## src/rtl/uart_frame_ctrl_if.sv

```systemverilog
// Frame controller bus: frame request, sample stream and UART byte port.
// master is the controller side; slave is the host/transmitter side.
interface uart_frame_ctrl_if;
    logic        i_frame_start;
    logic        o_frame_busy;
    logic        o_frame_done;
    logic [15:0] i_smp_data;
    logic        i_smp_valid;
    logic        o_smp_ready;
    logic        o_tx_start;
    logic [7:0]  o_tx_data;
    logic        i_tx_busy;

    modport master (
        input  i_frame_start,
        input  i_smp_data,
        input  i_smp_valid,
        input  i_tx_busy,
        output o_frame_busy,
        output o_frame_done,
        output o_smp_ready,
        output o_tx_start,
        output o_tx_data
    );

    modport slave (
        output i_frame_start,
        output i_smp_data,
        output i_smp_valid,
        output i_tx_busy,
        input  o_frame_busy,
        input  o_frame_done,
        input  o_smp_ready,
        input  o_tx_start,
        input  o_tx_data
    );
endinterface

```

## src/rtl/uart_frame_ctrl.sv

```systemverilog
// Builds HDR0 HDR1 LEN payload CHK frames from 16-bit samples
// and paces them byte by byte into a UART transmitter.
module uart_frame_ctrl #(
    parameter int         N_SAMPLES = 16,
    parameter logic [7:0] HDR0      = 8'hAA,
    parameter logic [7:0] HDR1      = 8'h55
) (
    input logic              i_clk,
    input logic              i_rst,
    uart_frame_ctrl_if.master bus
);

    localparam logic [7:0] LEN  = 8'(N_SAMPLES);
    localparam logic [7:0] LAST = 8'(N_SAMPLES - 1);

    typedef enum logic [2:0] {
        IDLE, FETCH, ISSUE, WAIT_HI, WAIT_LO
    } state_t;

    typedef enum logic [2:0] {
        K_HDR0, K_HDR1, K_LEN, K_PHI, K_PLO, K_CHK
    } kind_t;

    state_t     state_q;
    kind_t      kind_q;
    logic [7:0] byte_q;
    logic [7:0] smp_lo_q;
    logic [7:0] cnt_q;
    logic [7:0] chk_q;
    logic [1:0] guard_q;
    logic       tx_start_q;
    logic [7:0] tx_data_q;
    logic       done_q;

    always_ff @(posedge i_clk or posedge i_rst) begin
        if (i_rst) begin
            state_q    <= IDLE;
            kind_q     <= K_HDR0;
            byte_q     <= 8'h00;
            smp_lo_q   <= 8'h00;
            cnt_q      <= 8'h00;
            chk_q      <= 8'h00;
            guard_q    <= 2'd0;
            tx_start_q <= 1'b0;
            tx_data_q  <= 8'h00;
            done_q     <= 1'b0;
        end else begin
            tx_start_q <= 1'b0;
            done_q     <= 1'b0;
            case (state_q)
                IDLE: begin
                    // a request coinciding with the done pulse is dropped
                    if (bus.i_frame_start && !done_q) begin
                        chk_q   <= 8'h00;
                        cnt_q   <= 8'h00;
                        guard_q <= 2'd0;
                        kind_q  <= K_HDR0;
                        byte_q  <= HDR0;
                        state_q <= ISSUE;
                    end
                end
                FETCH: begin
                    if (bus.i_smp_valid) begin
                        smp_lo_q <= bus.i_smp_data[7:0];
                        byte_q   <= bus.i_smp_data[15:8];
                        kind_q   <= K_PHI;
                        state_q  <= ISSUE;
                    end
                end
                ISSUE: begin
                    if (!bus.i_tx_busy) begin
                        tx_start_q <= 1'b1;
                        tx_data_q  <= byte_q;
                        if (kind_q inside {K_LEN, K_PHI, K_PLO})
                            chk_q <= chk_q ^ byte_q;
                        guard_q <= 2'd0;
                        state_q <= WAIT_HI;
                    end
                end
                WAIT_HI: begin
                    // give up on busy after three quiet cycles
                    if (bus.i_tx_busy || guard_q == 2'd2)
                        state_q <= WAIT_LO;
                    else
                        guard_q <= guard_q + 2'd1;
                end
                WAIT_LO: begin
                    if (!bus.i_tx_busy) begin
                        case (kind_q)
                            K_HDR0: begin
                                byte_q  <= HDR1;
                                kind_q  <= K_HDR1;
                                state_q <= ISSUE;
                            end
                            K_HDR1: begin
                                byte_q  <= LEN;
                                kind_q  <= K_LEN;
                                state_q <= ISSUE;
                            end
                            K_LEN: state_q <= FETCH;
                            K_PHI: begin
                                byte_q  <= smp_lo_q;
                                kind_q  <= K_PLO;
                                state_q <= ISSUE;
                            end
                            K_PLO: begin
                                if (cnt_q == LAST) begin
                                    byte_q  <= chk_q;
                                    kind_q  <= K_CHK;
                                    state_q <= ISSUE;
                                end else begin
                                    cnt_q   <= cnt_q + 8'd1;
                                    state_q <= FETCH;
                                end
                            end
                            K_CHK: begin
                                done_q  <= 1'b1;
                                state_q <= IDLE;
                            end
                            default: state_q <= IDLE;
                        endcase
                    end
                end
                default: state_q <= IDLE;
            endcase
        end
    end

    assign bus.o_tx_start   = tx_start_q;
    assign bus.o_tx_data    = tx_data_q;
    assign bus.o_frame_done = done_q;
    assign bus.o_smp_ready  = (state_q == FETCH);
    assign bus.o_frame_busy = (state_q != IDLE);

endmodule

```

## src/flat_wrapper.sv

```systemverilog
// flat-port wrapper written by rule: the top's interface ports become plain ports
module uart_frame_ctrl_flat 
#(
    parameter int         N_SAMPLES = 16,
    parameter logic [7:0] HDR0      = 8'hAA,
    parameter logic [7:0] HDR1      = 8'h55
)
  (i_clk, i_rst, bus_i_frame_start, bus_i_smp_data, bus_i_smp_valid, bus_i_tx_busy, bus_o_frame_busy, bus_o_frame_done, bus_o_smp_ready, bus_o_tx_start, bus_o_tx_data);
  uart_frame_ctrl_if bus_i ();
  input logic i_clk;
  input logic i_rst;
  input wire logic [$bits(bus_i.i_frame_start)-1:0] bus_i_frame_start;
  input wire logic [$bits(bus_i.i_smp_data)-1:0] bus_i_smp_data;
  input wire logic [$bits(bus_i.i_smp_valid)-1:0] bus_i_smp_valid;
  input wire logic [$bits(bus_i.i_tx_busy)-1:0] bus_i_tx_busy;
  output wire logic [$bits(bus_i.o_frame_busy)-1:0] bus_o_frame_busy;
  output wire logic [$bits(bus_i.o_frame_done)-1:0] bus_o_frame_done;
  output wire logic [$bits(bus_i.o_smp_ready)-1:0] bus_o_smp_ready;
  output wire logic [$bits(bus_i.o_tx_start)-1:0] bus_o_tx_start;
  output wire logic [$bits(bus_i.o_tx_data)-1:0] bus_o_tx_data;
  assign bus_i.i_frame_start = bus_i_frame_start;
  assign bus_i.i_smp_data = bus_i_smp_data;
  assign bus_i.i_smp_valid = bus_i_smp_valid;
  assign bus_i.i_tx_busy = bus_i_tx_busy;
  assign bus_o_frame_busy = bus_i.o_frame_busy;
  assign bus_o_frame_done = bus_i.o_frame_done;
  assign bus_o_smp_ready = bus_i.o_smp_ready;
  assign bus_o_tx_start = bus_i.o_tx_start;
  assign bus_o_tx_data = bus_i.o_tx_data;
  uart_frame_ctrl #(.N_SAMPLES(N_SAMPLES), .HDR0(HDR0), .HDR1(HDR1)) u_core (.i_clk(i_clk), .i_rst(i_rst), .bus(bus_i));
endmodule
```

## config.mk

```make
export PLATFORM = sky130hd
export DESIGN_NAME = uart_frame_ctrl_flat
export DESIGN_NICKNAME = d
export VERILOG_FILES = /design/src/rtl/uart_frame_ctrl_if.sv /design/src/rtl/uart_frame_ctrl.sv /design/src/flat_wrapper.sv
export SDC_FILE = /design/constraint.sdc
export NUM_CORES = 1
export LEC_CHECK = 0
export ABC_AREA = 0
export CAP_MARGIN = 20
export CORE_ASPECT_RATIO = 0.8
export CORE_UTILIZATION = 55
export DETAILED_ROUTE_END_ITERATION = 10
export GPL_ROUTABILITY_DRIVEN = 0
export MAX_ROUTING_LAYER = met4
export PLACE_DENSITY = 0.77
export RECOVER_POWER = 50
export SYNTH_ARGS = -nofsm -noshare
export SYNTH_HDL_FRONTEND = slang
export SYNTH_SLANG_ARGS = --single-unit
```

## constraint.sdc

```tcl
create_clock -name i_clk -period 5.6 [get_ports i_clk]
set_input_delay 1.12 -clock i_clk [delete_from_list [all_inputs] [get_ports i_clk]]
set_output_delay 1.12 -clock i_clk [all_outputs]
set_load 0.02 [all_outputs]
```

# Word-level counts from Yosys, hierarchy flattened
# Cells that the tools add are included.
# Widths: inputs -> output; s select.
# totals
reg_bits	50
inputBits	21
output_inout_bits	12
wordCells	92
# op_classes
add_sub_neg	2
eq_ne	22
n_mux	37
bitwise	2
reduce_logical	19
# ops
operator	n
$mux 8	10
$pmux 8 s2	2
$pmux 8 s4	1
$mux 3	9
$pmux 8 s3	1
$pmux 3 s3	2
$pmux 3 s5	1
$eq 3x2->1 const B	4
$pmux 3 s4	1
$reduce_bool 3->1	4
$ne 2x2->1 const B	5
$reduce_and 5->1	2
$eq 3x3->1 const B	3
$add 8x1->8 const B	1
$eq 8x4->1 const B	1
$mux 2	4
$ne 2x1->1 const B	4
$reduce_and 4->1	2
$xor 8x8->8	1
$eq 3x1->1 const B	2
$logic_not 3->1	2
$pmux 2 s3	1
$reduce_and 6->1	1
$mux 1	5
other kinds (11)	13

# Depth between registers and ports, before layout
# Gate-level depths: netlist of run 1.
# logic_depth
depth_word	5
ltp_mapped	8
mapped_depth_nobuf	6

# Worst setup path before layout of run 1
# Ideal clock, no wire load.
# synth_timing
path_kind	input-to-reg
start	input port bus_i_frame_start
end	register u_core.byte_q[0]
setup_ns	0.125
t_arrival_ns	2.308
required_ns	5.475
setup_slack_ns	3.167
cell_stages	5
n_path_buf	1
cell_sequence	inv_1 > o311ai_1 > o311a_1 > buf_6 > mux2_4
# synth_via
elab_chain_cells	3
# synth_lines
element	line	text
start: declaration	flat_wrapper.sv:12	input wire logic [$bits(bus_i.i_frame_start)-1:0] bus_i_frame_start;
$logic_and 1x1->1	uart_frame_ctrl.sv:53	if (bus.i_frame_start && !done_q) begin
$ne 2x1->1 (no source line)	--	
$reduce_and 6->1 (no source line)	--	
end signal: assignment	uart_frame_ctrl.sv:65	byte_q <= bus.i_smp_data[15:8];
end signal: assignment	uart_frame_ctrl.sv:102	byte_q <= smp_lo_q;
end signal: assignment	uart_frame_ctrl.sv:108	byte_q <= chk_q;
end: declaration	uart_frame_ctrl.sv:26	logic [7:0] byte_q;
# No other way between the ends.
# A chain may end at the register's enable or synchronous reset.

==> key figures, run 1 <==
Run status
  – Status: finished with violations
  – Failing checks: max-capacitance violations, max-slew violations

STA
  – Slew @ Worst Pin: 2280 ps
  – WHS: 515 ps
  – Final TNS setup: 0 ps
  – Minimum clock period: 3590 ps
  – Hold Violations, Final: 0
  – Slew headroom: -0.521
  – Max Clk Rate: 279 MHz
  – Endpoints failing setup: 0
  – Max-slew violations: 45
  – Skew final: 6.62 ps
  – Fin crit share: 0.640
  – RSZ-0062 raised after global routing: false

Pwr
  – Sw Ratio: 0.397
  – Flop pwr share: 0.439
  – Clock power frac: 0.156
  – Cell Int Power: 838 uW
  – Power share of the combinational group: 0.405
  – Psw: 551 uW
  – Pwr dens: 452 nW/um^2
  – Max VDD drop: 0.250 mV
  – Leakage: 1.29 nW

Clock tree
  – Maximum root-to-sink buffer count: 2
  – H-Tree Depth: 2
  – CTS clk-pin slew, worst paths: 90 ps
  – CTS tree: built
  – Worst skew pair latency: 310 ps
  – Post-CTS Setup Bufs: 0
  – Root Buffer Master: clkbuf_8
  – Num CTS Buffers: 5
  – Clock Sinks: 50
  – Resized Gates After CTS: 0
  – Hold Buf Count CTS: 0

Placed design
  – Placed insts: 333
  – Post-DP HPWL: 3.66 mm
  – Port bufs: 32

Logic synthesis
  – Synth area leader: dfrtp_1
  – Post-Syn Instances: 255
  – Mapped cell area: 2670 sq um
  – Ys Warns: 0
  – Number of synthesized flops with an enable pin: 0
  – Synth Register Bits: 50
  – Synth Flop Type: dfrtp_1
  – Syn Area/Cell: 10.5 sq um
  – Register area share after synthesis: 0.469
  – Netlist cell types: 51
  – Area contributors post-synth: dfrtp_1 47%, mux2_2 6.3%, mux2_4 5.6%, a21oi_1 3.9%, o31ai_1 3.7%
  – Top-area cell type share of the netlist area: 0.469
  – Synth Net Count: 278
  – Async SR Flop Fraction: 1.00

Global routing
  – Grt ovf: 0
  – Vias in the first global route: 1,827
  – First-pass GRT wire length: 9.14 mm
  – Largest net degree at the start of global routing: 51
  – Initial antenna violation count: 0
  – Gr usage total: 0.240

Drt
  – First-iteration detailed-routing DRC count: 154
  – Routed metal-1 wire length: 2.69 mm
  – DR WL met2: 2.34 mm
  – Remaining DRCs: 0
  – Met3 routed WL: 238 microns
  – Via density per instance: 5.83
  – WL final: 5.34 mm
  – Uppermost layer routed: met4
  – Routed Antenna Nets: 0
  – DR pass1 iterations: 6
  – Average wire per standard cell: 15.6 microns
  – Vias post-DR: 1,993

Critical path
  – Crit path max fanout: 44
  – Worst Setup End Kind: async pin
  – CP Class: input pin to async pin
  – Worst path required time: 5560 ps
  – Arrival time of the worst setup path: 3550 ps
  – R2r setup slk: 3110 ps
  – Crit start category: input pin

Die
  – Core area: 4620 sq um
  – Initial Util: 0.576
  – Chip width: 79.8 microns
  – Row cnt: 22
  – I/O pin cnt: 33
  – DIE AREA: 5130 sq um
  – Height of the die: 64.3 microns

Final layout
  – P&R area growth vs syn: 15.4%
  – Layout cells sized above 1: 0.149
  – Final non-filler cell total: 342
  – Diode count: 0
  – Fillers: 366
  – Core Util, Final: 0.665
  – Net count, final: 304

Hold path
  – HP Class: flip-flop to flip-flop

Job
  – Max cap viols: 1
## state kept, by name (all words and copies together) (netlist names)
signal,count
u_core.bus.o_tx_data,8
u_core.byte_q,8
u_core.chk_q,8
u_core.cnt_q,8
u_core.smp_lo_q,8
u_core.kind_q,3
u_core.state_q,3
u_core.guard_q,2
u_core.bus.o_frame_done,1
u_core.bus.o_tx_start,1
## logic make-up (layout without fill, tap and decap cells)
family | after synthesis | in the layout | share of synthesized area
XOR/XNOR | 1 | 1 | 0.00329
buffers and inverters | 32 | 59 | 0.0563
AND/OR/NAND/NOR | 71 | 71 | 0.161
AO/OA/AOI/OAI | 70 | 70 | 0.166
flip-flops | 50 | 50 | 0.469
adder cells (fa/ha/maj) | 2 | 2 | 0.00939
multiplexers | 29 | 29 | 0.135
## final timing paths
kind	depth (start not counted)	endpoint	start
max	3	u_core.state_q[0]	i_rst
min	1	u_core.bus.o_tx_data[3]	u_core.bus.o_tx_data[3]
max reg2reg	3	u_core.byte_q[7]	u_core.state_q[2]
min reg2reg	1	u_core.bus.o_tx_data[3]	u_core.bus.o_tx_data[3]
max in group i_clk	4	bus_o_smp_ready	u_core.state_q[2]
min in group asynchronous	2	u_core.bus.o_frame_done	i_rst
## per-layer routing
metal,up-vias,GRT usage
li1,984,-
met1,959,0.349
met2,42,0.347
met4,0,0.0536
met3,8,0.0471
met5,-,-
## per-stage QoR
stage	area (sq um)	setup slack, ps	total power, mW
6_report	3080	2010	1.39
5_1_grt	3080	1380	1.48
4_1_cts	3070	2420	1.39
3_5_place_dp	2980	2180	1.18
3_3_place_gp	2980	2160	1.16
2_1_floorplan	2670	3170	1.02
## critical path, stage by stage
cell and delay [ps]:
dlygate4sd3_1 530, inv_1 220, clkbuf_1 1660
## cells in the mapped netlist, drive strengths merged (2+ instances only)
cell type	n
nor2b	4
nand2	12
buf	7
or3b	2
nor3b	3
o31ai	13
a31o	2
or3	3
or4	10
a22oi	5
clkbuf	7
ha	2
nor3	5
o21ai	16
o21a	2
nand3	3
nand2b	7
mux2	25
a21oi	21
mux2i	4
nor2	11
inv	18
o2bb2ai	2
and3	2
nor4	2
dfrtp	50
## area by class of cell
class                      count  area, sq um  share of cell area
clock inverter                 3         21.3             0.00691
clock buffer                   5         68.8              0.0224
inverter                      18         67.6              0.0220
tap                           60         75.1              0.0244
multi-input combinational    173         1270               0.412
sequential                    50         1250               0.407
timing repair buffer          33          324               0.105
## power groups by stage
| stage | Sequential, mW | Clock, mW | Combinational (mW) |
|---|---|---|---|
| after global placement | 0.610 | 0 | 0.547 |
| after floorplan | 0.573 | 0 | 0.451 |
| after detailed placement | 0.616 | 0 | 0.564 |
| after CTS | 0.609 | 0.220 | 0.565 |
| after global routing | 0.632 | 0.234 | 0.617 |
| final | 0.610 | 0.216 | 0.563 |
## cell usage in the layout, fill, tap and decap left out, types with 5 or more instances in the layout
cell | Yosys | layout
clkdlybuf4s50_1 | 0 | 29
mux2_4 | 10 | 10
a22oi_1 | 5 | 5
clkbuf_8 | 0 | 5
nand2b_1 | 7 | 7
inv_1 | 17 | 17
o31ai_1 | 13 | 13
nor2_1 | 11 | 11
mux2_2 | 15 | 15
or4_1 | 10 | 10
a21oi_1 | 21 | 21
nand2_1 | 12 | 12
dfrtp_1 | 50 | 50
o21ai_0 | 16 | 15
Power figures use the tool's default switching activity.
==> run 2, diff against run 1 <==
==> constraint.sdc (replaced) <==
create_clock -name i_clk -period 3.35 [get_ports i_clk]
set_input_delay 0.67 -clock i_clk [delete_from_list [all_inputs] [get_ports i_clk]]
set_output_delay 0.67 -clock i_clk [all_outputs]
set_load 0.02 [all_outputs]
==> run 2 against run 1 <==
Compared with the run above: the run now ends clean; core utilization up 0.70 points; combinational power up 72%; sequential power up 67%; routed wire length up 3.0%; register-to-register slack worse by 2200 ps; highest routed layer unchanged; final area up 1.1%; clock power up 81%; clock skew down 2.0 ps; via count up 0.65%; critical path depth up 1; first-iteration DRC count down 34%; hold slack worse by 3.0 ps.
==> key figures, run 2 (same netlist as run 1, synthesis figures left out) <==
Run status
  – Status: finished, final reports clean

STA
  – Slew headroom: 0.0774
  – Fin crit share: 0.823
  – WHS: 512 ps
  – Minimum clock period: 2760 ps
  – Hold Violations, Final: 0
  – Final TNS setup: 0 ps
  – Skew final: 4.64 ps
  – Final setup margin: 592 ps
  – Endpoints failing setup: 0
  – RSZ-0062 raised after global routing: false
  – Max Clk Rate: 363 MHz
  – Max-slew violations: 0
  – Slew @ Worst Pin: 1370 ps

Die
  – Initial Util: 0.576
  – Chip width: 79.8 microns
  – Height of the die: 64.3 microns
  – DIE AREA: 5130 sq um
  – Core area: 4620 sq um
  – I/O pin cnt: 33
  – Row cnt: 22

Clock tree
  – CTS tree: built
  – Num CTS Buffers: 5
  – Worst skew pair latency: 300 ps
  – Post-CTS Setup Bufs: 0
  – Clock Sinks: 50
  – H-Tree Depth: 2
  – CTS clk-pin slew, worst paths: 90 ps
  – Maximum root-to-sink buffer count: 2
  – Root Buffer Master: clkbuf_8
  – Hold Buf Count CTS: 0
  – Resized Gates After CTS: 0

Placed design
  – Placed inst area: 3020 sq um
  – Post-DP HPWL: 3.82 mm
  – Dpl ws: 394 ps
  – Port bufs: 32

Critical path
  – Worst path max stage delay: 650 ps
  – Critical-path cell list: nor2_1 -> nand2_1 -> inv_2 -> clkdlybuf4s50_1
  – Crit start category: flip-flop
  – CP Class: flip-flop to output port
  – CP max stage cell: clkdlybuf4s50_1
  – Crit path max fanout: 18
  – Arrival time of the worst setup path: 2090 ps
  – Worst Setup End Kind: output port
  – Buf+Inv Stages, Crit Path: 2
  – CP top delay family: buffers and inverters
  – Worst path required time: 2680 ps

Drt
  – DR pass1 iterations: 4
  – Vias post-DR: 2,006
  – WL final: 5.50 mm
  – Average wire per standard cell: 15.9 microns
  – Remaining DRCs: 0
  – First-iteration detailed-routing DRC count: 101
  – Via density per instance: 5.80
  – Routed Antenna Nets: 0

Pwr
  – Leakage: 1.31 nW
  – Pwr Total: 2.38 mW
  – Max VDD drop: 0.547 mV
  – Pwr dens: 765 nW/um^2

Final layout
  – Area occupied by registers: 1250 sq um
  – Diode count: 0
  – Layout cells sized above 1: 0.154
  – Commonest cells after routing, fill and taps aside: 50 x dfrtp_1, 30 x clkdlybuf4s50_1, 21 x a21oi_1, 16 x inv_1, 16 x o21ai_0
  – Fillers: 378
  – Most common cell after layout, fill and taps aside: dfrtp_1
  – P&R area growth vs syn: 16.7%
  – Multi-input gate area: 1260 sq um
  – Design Area, Final: 3110 sq um
  – Net count, final: 308

Global routing
  – Largest net degree at the start of global routing: 51
  – Layer with the highest usage: met2
  – GRT met1 Usage: 0.358
  – Gr usage total: 0.251
  – Met2 usage: 0.360
  – Vias in the first global route: 1,975
  – Initial antenna violation count: 0
  – Grt ovf: 0
  – First-pass GRT wire length: 9.51 mm
  – Met3 Use GR: 0.0529

Hold path
  – HP Class: flip-flop to flip-flop

Job
  – Max cap viols: 0
-- run 2: path summary, 6_finish.rpt --
path	cells past startpoint	slack [ps]	start	endpoint
min in group asynchronous	3	1200	i_rst	u_core.cnt_q[5]
min	1	510	u_core.bus.o_tx_data[5]	u_core.bus.o_tx_data[5]
min reg2reg	1	510	u_core.bus.o_tx_data[5]	u_core.bus.o_tx_data[5]
max	4	590	u_core.state_q[2]	bus_o_smp_ready
max reg2reg	3	950	u_core.state_q[2]	u_core.bus.o_tx_data[6]
max in group asynchronous	3	1410	i_rst	u_core.smp_lo_q[6]
-- run 2: power by group --
group	switching, mW	internal (mW)
clock network	0.202	0.190
registers	0.219	0.801
logic	0.495	0.471
-- run 2: worst register-to-register path, stage by stage (launching register included) --
cell and delay (ps):
dfrtp_1 550, nand2b_1 250, nor3_1 1050, mux2_2 440
-- run 2: metal layers --
| layer | routed length (microns) | share of wire |
|---|---|---|
| met1 | 2760 | 0.50 |
| met2 | 2510 | 0.46 |
| met3 | 167 | 0.030 |
| met4 | 63 | 0.011 |
| met5 | 0 | 0 |
-- run 2: layout make-up --
class | count | area share
clock buffer | 7 | 0.0310
clock inverter | 1 | 0.00282
inverter | 18 | 0.0217
multi-input combinational | 173 | 0.405
sequential | 50 | 0.402
tap | 60 | 0.0241
timing repair buffer | 37 | 0.113
-- run 2: through the flow --
| stage | instances | util |
|---|---|---|
| finish | 346 | 0.672 |
| global route | 346 | 0.672 |
| CTS | 346 | 0.675 |
| detailed placement | 338 | 0.652 |
| global placement | 338 | 0.652 |
| floorplan | 255 | - |
